===== src/rtl/dnn_eval_pkg.sv =====
// Shared constants and geometry helpers for the DNN output evaluator.
package dnn_eval_pkg;

    // Default geometry of the output stream.
    localparam int DEF_OUT_W     = 1;
    localparam int DEF_N_OUT     = 4;
    localparam int DEF_CPC       = 6;
    localparam int DEF_MAX_CASES = 100;
    localparam int DEF_CNT_W     = 16;

    // Index width and valid-beat count for the default geometry.
    localparam int IDX_W = $clog2(DEF_CPC);
    localparam int BEATS = DEF_CPC - 2;

    // Width of a modulo-cpc index.
    function automatic int idx_width(input int cpc);
        return (cpc <= 2) ? 1 : $clog2(cpc);
    endfunction

    // Number of valid beats in one case; the first two clocks are pipeline fill.
    function automatic int beat_count(input int cpc);
        return cpc - 2;
    endfunction

    // A case must carry exactly one output vector in its valid beats.
    function automatic bit geometry_ok(input int out_w, input int n_out, input int cpc);
        return (cpc >= 3) && (n_out == out_w * beat_count(cpc));
    endfunction

endpackage


===== src/rtl/dnn_output_evaluator_if.sv =====
// Output-layer stream in, per-case report out.
interface dnn_output_evaluator_if
    import dnn_eval_pkg::*;
#(
    parameter int OUT_W = DEF_OUT_W,
    parameter int N_OUT = DEF_N_OUT
);
    logic [OUT_W-1:0] a_out;
    logic [OUT_W-1:0] y_out;
    logic             case_done;
    logic             case_error;
    logic [N_OUT-1:0] case_pred;
    logic [N_OUT-1:0] case_ideal;

    // Stream source (the DNN) side.
    modport master (
        output a_out, y_out,
        input  case_done, case_error, case_pred, case_ideal
    );

    // Evaluator side.
    modport slave (
        input  a_out, y_out,
        output case_done, case_error, case_pred, case_ideal
    );
endinterface


===== src/rtl/eval_beat_counter.sv =====
// Position within the current case; flags valid and last beats.
module eval_beat_counter
    import dnn_eval_pkg::*;
#(
    parameter int CPC   = DEF_CPC,
    parameter int IDX_W = idx_width(CPC)
) (
    input  logic             clk,
    input  logic             reset,
    output logic [IDX_W-1:0] cycle_index,
    output logic             beat_valid,
    output logic             last_beat
);

    localparam logic [IDX_W-1:0] LAST_IDX  = IDX_W'(CPC - 1);
    localparam logic [IDX_W-1:0] FIRST_VLD = IDX_W'(2);

    // Modulo-CPC count, restarting at 0 after reset.
    always_ff @(posedge clk) begin
        if (!reset) begin
            cycle_index <= '0;
        end else if (cycle_index == LAST_IDX) begin
            cycle_index <= '0;
        end else begin
            cycle_index <= cycle_index + 1'b1;
        end
    end

    assign beat_valid = (cycle_index >= FIRST_VLD);
    assign last_beat  = (cycle_index == LAST_IDX);

endmodule


===== src/rtl/dnn_output_evaluator.sv =====
// Reassembles per-case predicted/ideal vectors from the output stream,
// flags mismatching cases and keeps case/error statistics.
module dnn_output_evaluator
    import dnn_eval_pkg::*;
#(
    parameter int OUT_W     = DEF_OUT_W,
    parameter int N_OUT     = DEF_N_OUT,
    parameter int CPC       = DEF_CPC,
    parameter int MAX_CASES = DEF_MAX_CASES,
    parameter int CNT_W     = DEF_CNT_W
) (
    input  logic                      clk,
    input  logic                      reset,
    dnn_output_evaluator_if.slave     stream,
    input  logic                      clear_stats,
    output logic [idx_width(CPC)-1:0] cycle_index,
    output logic [CNT_W-1:0]          num_cases,
    output logic [CNT_W-1:0]          total_error,
    output logic                      done
);

    localparam bit               FREEZE_EN = (MAX_CASES != 0);
    localparam logic [CNT_W-1:0] MAX_C     = CNT_W'(MAX_CASES);
    localparam logic [CNT_W-1:0] CNT_SAT   = '1;

    generate
        if (!geometry_ok(OUT_W, N_OUT, CPC)) begin : g_bad_geometry
            $error("dnn_output_evaluator: need CPC >= 3 and N_OUT == OUT_W*(CPC-2)");
        end
    endgenerate

    logic             beat_valid;
    logic             last_beat;
    logic [N_OUT-1:0] pred_sr;
    logic [N_OUT-1:0] ideal_sr;
    logic [N_OUT-1:0] pred_next;
    logic [N_OUT-1:0] ideal_next;
    logic             err_acc;
    logic             beat_err;
    logic             case_err_next;
    logic             frozen;
    logic [CNT_W-1:0] num_inc;
    logic [CNT_W-1:0] err_inc;

    eval_beat_counter #(
        .CPC   (CPC),
        .IDX_W (idx_width(CPC))
    ) u_beat_counter (
        .clk         (clk),
        .reset       (reset),
        .cycle_index (cycle_index),
        .beat_valid  (beat_valid),
        .last_beat   (last_beat)
    );

    // MSB slice arrives first, so each new slice enters at the bottom.
    assign pred_next     = N_OUT'({pred_sr, stream.a_out});
    assign ideal_next    = N_OUT'({ideal_sr, stream.y_out});
    assign beat_err      = (stream.a_out != stream.y_out);
    assign case_err_next = err_acc | beat_err;
    assign frozen        = FREEZE_EN && (num_cases == MAX_C);

    // Saturating increments for the statistics counters.
    always_comb begin
        num_inc = num_cases;
        err_inc = total_error;
        if (num_cases != CNT_SAT) begin
            num_inc = num_cases + 1'b1;
        end
        if (case_err_next && (total_error != CNT_SAT)) begin
            err_inc = total_error + 1'b1;
        end
    end

    // Assembly, error accumulation and the per-case report.
    always_ff @(posedge clk) begin
        if (!reset) begin
            pred_sr           <= '0;
            ideal_sr          <= '0;
            err_acc           <= 1'b0;
            stream.case_done  <= 1'b0;
            stream.case_error <= 1'b0;
            stream.case_pred  <= '0;
            stream.case_ideal <= '0;
        end else begin
            if (beat_valid) begin
                pred_sr  <= pred_next;
                ideal_sr <= ideal_next;
                err_acc  <= case_err_next;
            end
            stream.case_done <= last_beat;
            if (last_beat) begin
                stream.case_pred  <= pred_next;
                stream.case_ideal <= ideal_next;
                stream.case_error <= case_err_next;
                err_acc           <= 1'b0;
            end
        end
    end

    // Case/error statistics; clear overrides a coinciding case completion.
    always_ff @(posedge clk) begin
        if (!reset) begin
            num_cases   <= '0;
            total_error <= '0;
            done        <= 1'b0;
        end else if (clear_stats) begin
            num_cases   <= '0;
            total_error <= '0;
            done        <= 1'b0;
        end else if (last_beat && !frozen) begin
            num_cases   <= num_inc;
            total_error <= err_inc;
            done        <= FREEZE_EN && (num_inc == MAX_C);
        end
    end

endmodule

===== src/flat_wrapper.sv =====
// flat-port wrapper written by rule: the top's interface ports become plain ports
module dnn_output_evaluator_flat import dnn_eval_pkg::*;
#(
    parameter int OUT_W     = DEF_OUT_W,
    parameter int N_OUT     = DEF_N_OUT,
    parameter int CPC       = DEF_CPC,
    parameter int MAX_CASES = DEF_MAX_CASES,
    parameter int CNT_W     = DEF_CNT_W
)
  (clk, reset, clear_stats, cycle_index, num_cases, total_error, done, stream_a_out, stream_y_out, stream_case_done, stream_case_error, stream_case_pred, stream_case_ideal);
  dnn_output_evaluator_if #(.OUT_W(OUT_W), .N_OUT(N_OUT)) stream_i ();
  input  logic clk;
  input  logic reset;
  input  logic clear_stats;
  output logic [idx_width(CPC)-1:0] cycle_index;
  output logic [CNT_W-1:0] num_cases;
  output logic [CNT_W-1:0] total_error;
  output logic done;
  input wire logic [$bits(stream_i.a_out)-1:0] stream_a_out;
  input wire logic [$bits(stream_i.y_out)-1:0] stream_y_out;
  output wire logic [$bits(stream_i.case_done)-1:0] stream_case_done;
  output wire logic [$bits(stream_i.case_error)-1:0] stream_case_error;
  output wire logic [$bits(stream_i.case_pred)-1:0] stream_case_pred;
  output wire logic [$bits(stream_i.case_ideal)-1:0] stream_case_ideal;
  assign stream_i.a_out = stream_a_out;
  assign stream_i.y_out = stream_y_out;
  assign stream_case_done = stream_i.case_done;
  assign stream_case_error = stream_i.case_error;
  assign stream_case_pred = stream_i.case_pred;
  assign stream_case_ideal = stream_i.case_ideal;
  dnn_output_evaluator #(.OUT_W(OUT_W), .N_OUT(N_OUT), .CPC(CPC), .MAX_CASES(MAX_CASES), .CNT_W(CNT_W)) u_core (.clk(clk), .reset(reset), .stream(stream_i), .clear_stats(clear_stats), .cycle_index(cycle_index), .num_cases(num_cases), .total_error(total_error), .done(done));
endmodule

===== config.mk =====
export PLATFORM = sky130hd
export DESIGN_NAME = dnn_output_evaluator_flat
export DESIGN_NICKNAME = d
export VERILOG_FILES = /design/src/rtl/dnn_eval_pkg.sv /design/src/rtl/dnn_output_evaluator_if.sv /design/src/rtl/eval_beat_counter.sv /design/src/rtl/dnn_output_evaluator.sv /design/src/flat_wrapper.sv
export SDC_FILE = /design/constraint.sdc
export NUM_CORES = 1
export LEC_CHECK = 0
export BUFFER_PORTS_ARGS = -buffer_cell sky130_fd_sc_hd__buf_2
export CORE_MARGIN = 1
export CORE_UTILIZATION = 40
export DETAILED_ROUTE_END_ITERATION = 10
export PLACE_DENSITY = 0.63
export SETUP_SLACK_MARGIN = 0.5
export SYNTH_ARGS = -nofsm -noshare
export SYNTH_HDL_FRONTEND = slang
export SYNTH_SLANG_ARGS = --single-unit

===== constraint.sdc =====
create_clock -name clk -period 2.8 [get_ports clk]
set_clock_uncertainty 0.05 [all_clocks]
set_input_delay 0.7 -clock clk [delete_from_list [all_inputs] [get_ports clk]]
set_output_delay 0.7 -clock clk [all_outputs]
set_load 0.02 [all_outputs]

Word level (Yosys, flattened, before mapping)
Cells that the tools add are included.

Logic and storage cells: 30. Output and inout port bits: 46. Memory bits (read-only): 0. Register bits after elaboration: 53. Latch bits: 0. Memory bits (writable): 0. Memories kept: 0. Input port bits: 5.

Divide/modulo/power cells: 0. Bitwise logic cells: 2. Reduce and logical (&&, ||, !) cells: 6. $add $sub $neg: 3. $mul: 0. Equality and inequality tests: 6. Shift-type cells: 0. Muxes and demuxes: 1. $lt $le $gt $ge: 1.

Operator list (number): $add 16x1->16 const B (2); $eq 16x7->1 const B (2); $ne 16x16->1 const B (2); $mux 16 (1); $reduce_or 2->1 (2); $add 3x1->3 const B (1); $eq 3x3->1 const B (1); $ge 3x2->1 const B (1); $logic_and 1x1->1 (2); $reduce_and 2->1 (1); $logic_not 1->1 (1); $ne 1x1->1 (1); $not 1->1 (1); $or 1x1->1 (1).

Longest topological paths before layout
Depth in word-level cells: 4. Gate-level depth with buffers: 10. Mapped depth without buffers: 8.

Modules after synthesis
Synthesis repeated with hierarchy kept, for this count alone.

Cells, all modules: 302. Area total of the unflattened synthesis: 2772.7 um^2.

Modules (own cells, without submodules): dnn_output_evaluator (sequential area each 1001.0 um^2, area an instance 2610.0 um^2, cells each 286, times used 1); eval_beat_counter (sequential area each 60.1 um^2, area an instance 162.7 um^2, cells each 16, times used 1).

Least setup slack after synthesis
No wires, ideal clock.

Path type: register -> register. Start: register u_core.num_cases[0]. End: register u_core.total_error[8]. Path buffers: 1. Stages on the path, launching flop included: 10. Period minus slack after synthesis: 2.147 ns. Required time: 2.622 ns. Slack: 0.653 ns. Setup time: 0.128 ns. Arrival: 1.969 ns. Cell sequence: dfxtp_1 inv_1 ha_1 nor4b_1 a41o_1 buf_6 nor3_4 nand4_1 xnor2_1 nor2b_1.

Cells in the longest elaborated chain, start to end: 4.

RTL lines: start: declaration (line dnn_output_evaluator.sv:17) `output logic [CNT_W-1:0] num_cases,`; start signal: assignment (line dnn_output_evaluator.sv:112) `num_cases <= num_inc;`; $eq 16x7->1 (line dnn_output_evaluator.sv:61) `assign frozen = FREEZE_EN && (num_cases == MAX_C);`; $logic_not 1->1 (line dnn_output_evaluator.sv:111) `end else if (last_beat && !frozen) begin`; $logic_and 1x1->1 (line dnn_output_evaluator.sv:111); $reduce_and 2->1 (no source line); end signal: assignment (line dnn_output_evaluator.sv:113) `total_error <= err_inc;`; end: declaration (line dnn_output_evaluator.sv:18) `output logic [CNT_W-1:0] total_error,`.

No other way between the ends. A chain may end at the register's enable or synchronous reset.

Worst setup path in the final report
Start: register u_core.num_cases[12]. End: register u_core.done.

Cells in the longest elaborated chain, start to end: 3. Elaborated cells on any way between the ends: 7. Those cells by class: 1 x add/sub; 3 x eq/ne; 1 x mux; 2 x reduce/logical.

RTL lines: $add 16x1->16 (tied with other cells) (line dnn_output_evaluator.sv:68) `num_inc = num_cases + 1'b1;`; $mux 16 or $logic_not 1->1 (tied branches) (line dnn_output_evaluator.sv:67, dnn_output_evaluator.sv:111); $eq 16x7->1 or $logic_and 1x1->1 (tied branches) (line dnn_output_evaluator.sv:114, dnn_output_evaluator.sv:111); end signal: assignment (line dnn_output_evaluator.sv:114) `done <= FREEZE_EN && (num_inc == MAX_C);`; end: declaration (line dnn_output_evaluator.sv:19) `output logic done`.

Parallel ways exist; a longest one is shown, timed or not.

==> flow_metrics.py <==
metrics = {
    "clocking": {
        "numCtsBuffers": 5,
        "postCtsHoldBufs": 0,
        "htree_num_levels": 2,
        "cts_tree": "yes",
        "cts-root-buf": "clkbuf_8",
        "cts_num_sinks": 53,
        "insertion_delay_ns": 0.31,
        "cts_buffer_depth": 2,
        "clkTransAtPathRegs_ns": 0.10,
    },
    "sta": {
        "period_minus_slack_ns": 2.16,
        "setup_viol": 0,
        "tightest_slew_ns": 0.655,
        "slew_violations": 0,
        "maxSlewHeadroom_pct": 56.1,
        "finalCritPeriodShare_pct": 77.1,
        "tns_ns": 0,
        "rsz0062_at_grt": "no",
        "finalHoldViolCount": 0,
        "max_freq_ghz": 0.463,
    },
    "synth": {
        "ys_warn_count": 0,
        "avgSynthCellArea_sq_um": 8.80,
        "synth-main-ff-cell": "dfxtp_1",
        "synthArstFlopShare_pct": 0,
        "synth_edf_count": 0,
        "yosysUniqueCellTypes": 52,
        "netlist_instances": 304,
        "ys_seq_area_share_pct": 39.7,
        "netlist_area_sq_mm": 0.00268,
        "ys_ff_latch": 53,
        "syn_nets": 315,
    },
    "power_and_ir_drop": {
        "max-vdd-ir-drop_mv": 0.270,
        "p_leak_nw": 1.24,
        "power.total_mw": 1.30,
        "power_density_mw_per_mm2": 422,
    },
    "worst_setup_path": {
        "max_stage_delay_ns": 0.53,
        "cp_max_fo": 7,
        "cp_top_family": "simple AND/OR/NAND/NOR gates",
        "worstSetupStartpointType": "register",
        "reg2reg_from": "u_core.num_cases[12]$_SDFFE_PP0P_",
        "critPathSlowestCell": "nor3_2",
        "worstSetupEndpointType": "register",
        "arrival_ns": 2.36,
        "criticalPathCategory": "reg2reg",
        "r2r-end": "u_core.done$_SDFFE_PP0P_",
        "cp_num_buf_inv": 0,
        "r2r_slack_ns": 0.64,
        "required_ns": 3.01,
        "cp_cell_sequence": "nand4_1, nor3_2, a21boi_0, o41a_1, o21ai_1",
        "reg2reg_depth": 5,
    },
    "layout": {
        "fin_nets": 362,
        "final_cell_mix": "dfxtp_1 (51), buf_2 (50), nor2_1 (36)",
        "drive_gt1_share_pct": 22.4,
        "area_delta_synth_final_pct": 15.5,
        "final_common_cell": "dfxtp_1",
        "n_antenna_cell": 0,
    },
    "placement": {
        "port-buffer-count": 50,
        "dp_hpwl_microns": 4120,
        "place_congestion": 0.907,
    },
    "global_routing": {
        "grt_pass1_vias": 2083,
        "antenna_found_initial": 0,
        "grt_pass1_wl_microns": 9540,
        "grt_usage_pct": 16.6,
        "grt_max_degree": 33,
        "grt_overflow": 0,
    },
    "routing": {
        "dr_wl_met3_microns": 353,
        "routed.top_layer": "met4",
        "wl_met2_microns": 2640,
        "ant_nets": 0,
        "wirelength_microns": 5790,
        "wl_per_cell_microns": 13.5,
        "drcViolationCount": 0,
        "vias_per_cell": 5.41,
        "drtIter0Drc": 86,
        "wl_met1_microns": 2720,
        "vias": 2320,
        "drtPass1Iterations": 4,
    },
    "floorplanning": {
        "num_rows": 29,
        "fp.dieArea_sq_mm": 0.00702,
        "core_sq_mm": 0.00639,
        "ios": 51,
        "initial_utilization_pct": 41.9,
        "die_w_microns": 83.8,
        "die_h_microns": 83.8,
    },
    "job": {
        "drv_cap": 0,
    },
    "run_status": {
        "outcome": "completed",
    },
    "worst_hold_path": {
        "hold_start": "u_core.stream.case_pred[1]$_SDFFE_PN0P_",
        "min_path_type": "reg2reg",
        "hold-path-cell-count": 2,
        "hold_end": "u_core.stream.case_pred[1]$_SDFFE_PN0P_",
    },
}
==> worst max-delay path by stage <==
stage | startpoint | to | slack (ns) | depth (start not counted)
floorplan | u_core.num_cases[0]$_SDFFE_PP0P_ | u_core.total_error[8]$_SDFFE_PP0P_ | 0.65 | 9
global placement | u_core.num_cases[6]$_SDFFE_PP0P_ | u_core.num_cases[4]$_SDFFE_PP0P_ | 0.54 | 7
detailed placement | u_core.num_cases[0]$_SDFFE_PP0P_ | u_core.total_error[15]$_SDFFE_PP0P_ | 0.50 | 8
CTS | u_core.num_cases[0]$_SDFFE_PP0P_ | u_core.total_error[15]$_SDFFE_PP0P_ | 0.51 | 8
global route | u_core.num_cases[12]$_SDFFE_PP0P_ | u_core.done$_SDFFE_PP0P_ | 0.50 | 5
finish | u_core.num_cases[12]$_SDFFE_PP0P_ | u_core.done$_SDFFE_PP0P_ | 0.64 | 5
==> through the flow <==
stage               cells  setup slack [ns]  utilization, %  hold slack (ns)  instance area [sq um]
floorplan             304             0.653               -            0.387                   2680
global placement      420             0.535            46.4            0.403                   2960
detailed placement    420             0.495            46.4            0.406                   2960
CTS                   428             0.511            47.8            0.420                   3050
global route          429             0.500            48.4            0.444                   3090
finish                429             0.642            48.4            0.413                   3090
==> cell usage after synthesis, drive strengths merged (4+ instances only) <==
library cell	n	area, sq um
dfxtp	53	1060
nand2	31	121
a21oi	5	28.8
mux2i	11	110
xor2	18	158
nand3	14	70.1
a21boi	9	67.6
ha	6	75.1
nor4	9	56.3
nand4	15	100
and2	6	37.5
and4	4	36.3
nor2	36	135
and3	5	31.3
clkbuf	7	26.3
buf	8	65.1
xnor2	10	87.6
nor2b	8	50.1
inv	11	41.3
nor3	9	77.6
==> kinds of logic after synthesis <==
| group | Yosys count | synth area share, % |
|---|---|---|
| simple gates | 148 | 30.4 |
| buf+inv | 26 | 4.96 |
| mux | 11 | 4.12 |
| xor+xnor | 28 | 9.17 |
| flops | 53 | 39.7 |
| fa+ha+maj | 6 | 2.81 |
| compound gates | 32 | 8.84 |
==> per-layer routing <==
| metal | track usage (%) | vias to the layer above |
|---|---|---|
| met2 | 27.3 | 67 |
| met3 | 4.15 | 6 |
| met5 | 0 | - |
| li1 | - | 1156 |
| met1 | 21.1 | 1091 |
| met4 | 5.55 | 0 |
==> worst reg2reg max path: stages (launching register included) <==
cell	delay (ns)
dfxtp_1	0.48
nand4_1	0.27
nor3_2	0.53
a21boi_0	0.25
o41a_1	0.39
o21ai_1	0.13
==> flip-flops by register name, indices dropped and copies added, names as in the netlist <==
name                               cells
u_core.done                            1
u_core.err_acc                         1
u_core.ideal_sr                        3
u_core.num_cases                      16
u_core.pred_sr                         3
u_core.stream.case_done                1
u_core.stream.case_error               1
u_core.stream.case_ideal               4
u_core.stream.case_pred                4
u_core.total_error                    16
u_core.u_beat_counter.cycle_index      3
==> what timing repair did <==
action                                  in CTS  in global routing
gates resized for setup                      0                  7
setup buffers                                0                  1
pin swaps                                    1                  2
endpoints found under the setup margin       1                 27
==> cell type report <==
type	instances	area, sq um
multi-input combinational	225	1510
sequential	53	1060
clock buffer	5	68.8
fill	638	3300
tap	77	96.3
timing repair buffer	55	288
clock inverter	3	22.5
inverter	11	41.3
==> power by group <==
part | switching (mW) | total (mW) | internal, mW | leakage, nW
Combinational | 0.0514 | 0.0844 | 0.0330 | 0.759
Clock | 0.266 | 0.444 | 0.178 | 0.0481
Sequential | 0.0108 | 0.776 | 0.766 | 0.429
Note: power is estimated with default switching activity, not from simulation.
